[src/rtl/mips_pkg.sv]
// Shared constants and dump FSM encoding for the MIPS register file.
//   DATA_W   : register width in bits
//   ADDR_W   : register index width (register count = 2**ADDR_W)
//   REG_ZERO : index of the hardwired-zero register ($zero)
//   dump_state_t : dump engine states IDLE / STREAM / DONE
package mips_pkg;

    localparam int unsigned DATA_W = 32;
    localparam int unsigned ADDR_W = 5;

    localparam logic [4:0] REG_ZERO = 5'd0;

    typedef enum logic [1:0] {
        IDLE   = 2'd0,
        STREAM = 2'd1,
        DONE   = 2'd2
    } dump_state_t;

endpackage : mips_pkg

[src/rtl/regfile_dump_fsm.sv]
// Dump engine: walks every register index once over a valid/ready stream.
// Ports:
//   clock, reset          : clock and synchronous active-high reset
//   dump_req              : one-cycle start pulse, honoured only when idle
//   dump_ready            : consumer accepts the current beat
//   dump_busy, dump_valid : stream status (registered)
//   dump_index            : index of the current beat (registered)
//   rd_index_c            : index driven into the array's dump read port
module regfile_dump_fsm #(
    parameter int unsigned ADDR_W = 5
) (
    input  logic              clock,
    input  logic              reset,
    input  logic              dump_req,
    input  logic              dump_ready,
    output logic              dump_busy,
    output logic              dump_valid,
    output logic [ADDR_W-1:0] dump_index,
    output logic [ADDR_W-1:0] rd_index_c
);

    import mips_pkg::*;

    localparam logic [ADDR_W-1:0] LAST_INDEX = {ADDR_W{1'b1}};

    dump_state_t       state_q, state_n;
    logic [ADDR_W-1:0] index_q, index_n;
    logic              busy_q, busy_n;
    logic              valid_q, valid_n;

    // State and registered outputs
    always_ff @(posedge clock) begin
        if (reset) begin
            state_q <= IDLE;
            index_q <= '0;
            busy_q  <= 1'b0;
            valid_q <= 1'b0;
        end else begin
            state_q <= state_n;
            index_q <= index_n;
            busy_q  <= busy_n;
            valid_q <= valid_n;
        end
    end

    // Next-state and next-output logic
    always_comb begin
        state_n = state_q;
        index_n = index_q;
        busy_n  = busy_q;
        valid_n = valid_q;

        case (state_q)
            IDLE: begin
                busy_n  = 1'b0;
                valid_n = 1'b0;
                if (dump_req) begin
                    state_n = STREAM;
                    index_n = '0;
                    busy_n  = 1'b1;
                    valid_n = 1'b1;
                end
            end

            STREAM: begin
                if (valid_q && dump_ready) begin
                    if (index_q == LAST_INDEX) begin
                        state_n = DONE;
                        busy_n  = 1'b0;
                        valid_n = 1'b0;
                    end else begin
                        // Guarded at LAST_INDEX, so this never wraps
                        index_n = index_q + ADDR_W'(1);
                    end
                end
            end

            DONE: begin
                // Single idle gap between consecutive dumps
                state_n = IDLE;
                busy_n  = 1'b0;
                valid_n = 1'b0;
            end

            default: begin
                state_n = IDLE;
                busy_n  = 1'b0;
                valid_n = 1'b0;
            end
        endcase
    end

    assign dump_busy  = busy_q;
    assign dump_valid = valid_q;
    assign dump_index = index_q;
    assign rd_index_c = index_q;

endmodule : regfile_dump_fsm

[src/rtl/mips_register_file.sv]
// MIPS general-purpose register file with $zero hardwired to 0.
// Ports:
//   clock, reset      : clock and synchronous active-high reset
//   rs_addr/rs_data   : combinational read port A
//   rt_addr/rt_data   : combinational read port B
//   wr_en/wr_addr/wr_data : synchronous write port (writes to r0 dropped)
//   dump_req, dump_ready, dump_busy, dump_valid, dump_index, dump_data :
//                       full-register dump stream over valid/ready
// BYPASS=1 forwards a same-cycle write to every read port, dump included.
module mips_register_file #(
    parameter int unsigned DATA_W = 32,
    parameter int unsigned ADDR_W = 5,
    parameter int unsigned BYPASS = 1
) (
    input  logic              clock,
    input  logic              reset,
    input  logic [ADDR_W-1:0] rs_addr,
    input  logic [ADDR_W-1:0] rt_addr,
    output logic [DATA_W-1:0] rs_data,
    output logic [DATA_W-1:0] rt_data,
    input  logic              wr_en,
    input  logic [ADDR_W-1:0] wr_addr,
    input  logic [DATA_W-1:0] wr_data,
    input  logic              dump_req,
    output logic              dump_busy,
    output logic              dump_valid,
    input  logic              dump_ready,
    output logic [ADDR_W-1:0] dump_index,
    output logic [DATA_W-1:0] dump_data
);

    import mips_pkg::*;

    localparam int unsigned REG_COUNT = 2 ** ADDR_W;
    localparam logic [ADDR_W-1:0] ZERO_IDX = ADDR_W'(REG_ZERO);

    logic [DATA_W-1:0] regs [REG_COUNT];
    logic [ADDR_W-1:0] dump_rd_index_c;

    // Read one port: r0 reads zero, optional same-cycle write forwarding
    function automatic logic [DATA_W-1:0] read_port(
        input logic [ADDR_W-1:0] addr,
        input logic [DATA_W-1:0] stored,
        input logic              w_en,
        input logic [ADDR_W-1:0] w_addr,
        input logic [DATA_W-1:0] w_data
    );
        logic [DATA_W-1:0] value;
        if (addr == ZERO_IDX) begin
            value = '0;
        end else if ((BYPASS != 0) && w_en && (w_addr == addr)) begin
            value = w_data;
        end else begin
            value = stored;
        end
        return value;
    endfunction

    // Storage: reset clears everything and takes priority over a write
    always_ff @(posedge clock) begin
        if (reset) begin
            for (int unsigned i = 0; i < REG_COUNT; i++) begin
                regs[i] <= '0;
            end
        end else if (wr_en && (wr_addr != ZERO_IDX)) begin
            regs[wr_addr] <= wr_data;
        end
    end

    // Three combinational read ports: rs, rt and the dump engine
    always_comb begin
        rs_data   = read_port(rs_addr, regs[rs_addr], wr_en, wr_addr, wr_data);
        rt_data   = read_port(rt_addr, regs[rt_addr], wr_en, wr_addr, wr_data);
        dump_data = read_port(dump_rd_index_c, regs[dump_rd_index_c],
                              wr_en, wr_addr, wr_data);
    end

    regfile_dump_fsm #(
        .ADDR_W (ADDR_W)
    ) u_dump_fsm (
        .clock      (clock),
        .reset      (reset),
        .dump_req   (dump_req),
        .dump_ready (dump_ready),
        .dump_busy  (dump_busy),
        .dump_valid (dump_valid),
        .dump_index (dump_index),
        .rd_index_c (dump_rd_index_c)
    );

endmodule : mips_register_file

[config.mk]
export PLATFORM = sky130hd
export DESIGN_NAME = mips_register_file
export DESIGN_NICKNAME = d
export VERILOG_FILES = /design/src/rtl/mips_pkg.sv /design/src/rtl/regfile_dump_fsm.sv /design/src/rtl/mips_register_file.sv
export SDC_FILE = /design/constraint.sdc
export NUM_CORES = 2
export LEC_CHECK = 0
export CORE_ASPECT_RATIO = 1.75
export CORE_MARGIN = 2
export CORE_UTILIZATION = 50
export DETAILED_ROUTE_END_ITERATION = 8
export PLACE_DENSITY = 0.67
export REMOVE_ABC_BUFFERS = 1
export SYNTH_ARGS = -nofsm -noshare
export SYNTH_HDL_FRONTEND = slang
export SYNTH_SLANG_ARGS = --single-unit
[constraint.sdc]
create_clock -name clock -period 4.3 [get_ports clock]
set_clock_uncertainty 0.05 [all_clocks]
set_input_delay 0.43 -clock clock [delete_from_list [all_inputs] [get_ports clock]]
set_output_delay 0.43 -clock clock [all_outputs]
set_load 0.02 [all_outputs]
Yosys cells after proc, flatten, opt, wreduce, memory -nomap -nowiden
Memories as Yosys holds them, arrays and structs flattened. A register that Yosys moved wholly into a read port is not among the register bits.
Cells that the tools add are included.
- add/sub/neg operators: 1
- equality and inequality tests: 9
- multiplexer cells: 28
- reductions and logical operators: 15
- operators by type and width (kind ; number):
    two-way mux 32 bit ; 7
    OR reduction 32 bit ; 1
    two-way mux 5 bit ; 6
    == test 5 bit ; 3
    logical NOT 5 bit ; 3
    case mux 5 bit (2 select lines) ; 1
    two-way mux 1 bit ; 9
    two-way mux 2 bit ; 3
    adder 5 x 1 -> 5 bit, second input constant ; 1
    == test 5 bit, second input constant ; 1
    logical AND 1 bit ; 5
    nonzero test 5 bit ; 1
    inequality test 2 x 1 -> 1 bit, second input constant ; 2
    inequality test 2 bit, second input constant ; 2
    case mux 2 bit (2 select lines) ; 1
    AND reduction 4 bit ; 1
    AND reduction 3 bit ; 1
    == test 2 x 1 -> 1 bit, second input constant ; 1
    logical NOT 2 bit ; 1
    case mux 1 bit (2 select lines) ; 1
    AND reduction 2 bit ; 1
    nonzero test 2 bit ; 1
- register bits after elaboration: 8
- memory bits (writable): 1024
- output and inout port bits: 103
- logic and storage cells: 57
- memories kept: 1
- memory list (memory ; depth ; width ; read ports ; clocked after memory_dff ; wr ports ; line ; RTL):
    regs ; 32 ; 32 ; 3 ; 1 ; 32 ; mips_register_file.sv:37 ; logic [DATA_W-1:0] regs [REG_COUNT];

Depth between registers and ports, before layout
- depth in word-level cells: 7
- gate-level depth with buffers: 11
- mapped depth without buffers: 8

Cells and area by module
Synthesis repeated with hierarchy kept, for this count alone.
- cells, all modules: 4660
- area, all modules: 64300.4 µm²
- by module, submodules not included (module ; instances ; cells each ; area each (µm²) ; sequential area each (µm²)):
    mips_register_file ; 1 ; 4609 ; 63821.2 ; 30749.5
    regfile_dump_fsm ; 1 ; 51 ; 479.2 ; 160.2

Worst setup path after synthesis
Ideal clock, no wire load.
- path type: input to output
- from: in rt_addr[0]
- to: out rt_data[25]
- data arrival time: 2173 ps
- required time: 3820 ps
- path slack: 1647 ps
- stages on the path: 10
- cell sequence: buf_6 -> buf_12 -> buf_12 -> buf_6 -> buf_2 -> nand2_1 -> o22ai_1 -> o22ai_1 -> nor2_1 -> nor3_1
- word-level cells in the longest chain between the ends: 4
- elaborated cells between the ends (all ways): 6
- RTL lines (item ; line ; RTL):
    start, declared ; mips_register_file.sv:18 ; input logic [ADDR_W-1:0] rt_addr,
    parallel branches: the longest is 3 deep, another holds memory (32 x 32 bit) ; n/a ;
    two-way mux 32 bit (*) ; mips_register_file.sv:49 ; if (addr == ZERO_IDX) begin
    end, declared ; mips_register_file.sv:20 ; output logic [DATA_W-1:0] rt_data,
Mark *: on every way between the ends.

==> metrics.yaml <==
worstPathMaxFanout: 41
synth.most_common_cell: "edfxtp_1"
required_ns: 3.82
core_area_mm2: 0.1287
numCtsBuffers: 97
route.detailed.drc: 0
period_minus_slack_ns: 4.284
rows: 174
cpMaxStageDelayCell: "clkdlybuf4s50_1"
final_cell_count_no_fill: 6672
final-max-slew-violation-count: 0
clock-sinks: 1037
leakage_nw: 25.45
synth-seq-cells: 1037
stdcell_area_mm2: 0.07367
clkSlewWorstSetupHoldPaths_ns: 0.07
path_cells: "buf_12 > buf_4 > a211oi_1 > buf_4 > a211oi_1 > a211o_1 > clkdlybuf4s50_1"
grt_max_degree: 55
p_switching_mw: 7.194
critical_path_buf_inv_count: 4
timing.hold.ws_ns: 0.3011
ir_drop_mv: 0.3072
cts_tree: "done"
crit_type: "flip-flop to output pin"
hold_path_startpoint: "dump_ready"
drive_gt1_share_pct: 24.18
seqCellArea_mm2: 0.03102
place_inst: 6468
outcome: "finished clean"
fillers: 10140
crit_path_end: "dump_data[23]"
initial_core_util_pct: 50.46
min_path_type: "primary input to flip-flop"
gp_congestion: 0.9506
r2r-start: "u_dump_fsm.dump_index[0]"
yosysTopAreaCellShare_pct: 47.36
worstSetupStartpointType: "flip-flop"
crit_arrival_ns: 3.80
synth_edf_count: 1024
synth_area_per_cell_um2: 13.51
yosysSeqAreaShare_pct: 47.76
slew_headroom_pct: 22.71
setup_tns_ns: 0
multiInputGateArea_mm2: 0.03166
worstMarginPinSlew_ns: 1.156
cts_buffer_depth: 3
power_density_mw_per_mm2: 356.9
die_h_um: 480.7
rsz0062_at_grt: "false"
drtIter0Drc: 7679
root_buffer: "clkbuf_16"
grt_pass1_wl_um: 375500
io_buffers: 154
period_share_pct: 99.63
finalWirelength_um: 273700
fmax_ghz: 0.2334
syn2layout_area_growth_pct: 13.47
cts_max_level: 3
routedWlPerCell_um: 41.03
internal_power_mw: 19.10
yosysWarningCount: 0
end_kind: "output pin"
r2r_cells: 7
r2r_end: "u_dump_fsm.dump_index[1]"
worst-path-stages: 7
hold_violations: 0
synthArstFlopShare_pct: 0
synth_area_mm2: 0.06492
dr.pass1.iters: 6
combPwrFrac_pct: 17.3
p_sw_share_pct: 27.36
dpl-instance-area_mm2: 0.07007
num_vias: 50200
grt_pass1_vias: 49570
via_per_inst: 7.524
grt_usage_pct: 40.75
clockPowerShare_pct: 36.6
synthTopCellsByCount: "edfxtp_1 (1024), and2_1 (995), mux4_2 (542)"
seqPwrFrac_pct: 46.1
synth_cell_types: 68
overflow: 0
cp_slowest_stage_delay_ns: 0.65
io_pins: 155
setup_viol: 0
nets: 4953
syn_inst: 4804
cap_violations: 0
synth.area.top_cells: "edfxtp_1 (47%), mux4_2 (19%), and2_1 (9.6%)"
die-area_mm2: 0.1329
die_x_um: 276.4
yosysTopAreaCell: "edfxtp_1"
worst_skew_pair.late_latency_ns: 0.73
hpwlAfterDp_um: 167500
antenna_found_initial: 19
r2r_setup_slack_ns: 1.83
power_mw: 26.29
cpLargestDelayFamily: "buffers and inverters"
ant_nets: 0
ys.flop_type: "edfxtp_1"
## sequential cells by signal, indices dropped and copies added, names as in the netlist, named ones only
signal,cells
u_dump_fsm.state_q,2
u_dump_fsm.dump_busy,1
u_dump_fsm.dump_index,5
regs,1024
## power groups by stage
stage	sequential [mW]	clock [mW]	combinational, mW
final	12.1	9.64	4.55
after global placement	12.2	0	4.38
after CTS	12.1	9.60	4.43
after detailed placement	12.3	0	4.40
after floorplan	12.2	0	2.43
after global routing	12.2	9.97	4.64
## metal layers
| layer | part of all wire [%] | vias up | GRT usage (%) |
|---|---|---|---|
| met5 | 0.048 | - | 0.9029 |
| li1 | - | 18960 | - |
| met1 | 30 | 24800 | 46.31 |
| met3 | 14 | 1520 | 11.30 |
| met2 | 45 | 4913 | 63.53 |
| met4 | 10 | 8 | 35.48 |
## logic make-up after synthesis
kind of cell / after synthesis / synth area share (%)
AOI/OAI and AO/OA: 673 / 7.505
muxes: 1083 / 27.21
adders and majority gates: 3 / 0.05782
and+or+nand+nor: 1451 / 13.05
other: 1 / 0.005776
DFF: 1037 / 47.76
buffers and inverters: 538 / 4.163
xor gates and xnor gates: 18 / 0.2428
## through the flow
stage | util (%) | setup slack [ns]
6_report | 57.25 | 0.01574
5_1_grt | 57.22 | 0.00009948
4_1_cts | 57.19 | 0.002498
3_5_place_dp | 54.46 | 0.1593
3_3_place_gp | 54.46 | 0.1281
2_1_floorplan | - | -8.622
## worst min path at each step
stage	end	slack (ns)	cells past startpoint
final	u_dump_fsm.state_q[1]	0.30	3
after global routing	u_dump_fsm.state_q[1]	0.32	3
after CTS	u_dump_fsm.state_q[1]	0.28	3
after detailed placement	u_dump_fsm.state_q[0]	0.48	1
after global placement	u_dump_fsm.state_q[1]	0.47	2
after floorplan	u_dump_fsm.state_q[0]	0.42	1
## area by class of cell
class	instances	area share [%]
repair buffers	495	7.256
flip-flops and latches	1037	42.12
clock inverters	67	1.121
inverters	7	0.03567
multi-input cells	3260	42.98
well taps	1672	2.840
clock buffers	114	3.582
diodes	20	0.06794
## worst reg2reg max path: stages, from the launching register on
cell,delay [ns]
dfxtp_1,0.38
ha_1,0.24
and3_1,0.19
ha_1,0.19
nand4b_1,0.17
a21oi_1,0.44
nand3_1,0.14
a21oi_1,0.51
## repair_timing
action / in CTS / in global routing
hold buffers: 0 / 0
endpoints found under the setup margin: 4 / 17
gates resized for setup: 2 / 7
buffers inserted: 4 / 0
## placed cells by master (no fill, tap or decap), types with 12 or more instances in the layout
cell	n
diode_2	20
nor3_1	55
and3_1	17
o211ai_1	22
a311oi_1	13
mux2i_1	505
a221o_1	38
a41oi_1	13
o22ai_1	103
edfxtp_1	1024
a21oi_1	99
and2_1	993
o21ai_0	74
o221ai_1	32
a22oi_1	26
clkdlybuf4s50_1	129
buf_4	257
nor2b_1	29
or2_2	30
nor2_1	40
nand2b_1	31
nor2_4	31
bufinv_16	18
a211o_1	23
a211oi_1	87
clkbuf_16	103
nand2_1	159
a221oi_1	73
mux4_2	542
clkinv_1	14
clkinv_2	18
mux2_2	36
xor2_1	12
buf_12	97
a32o_1	32
conb_1	32
(Power assumes the default switching activity.)
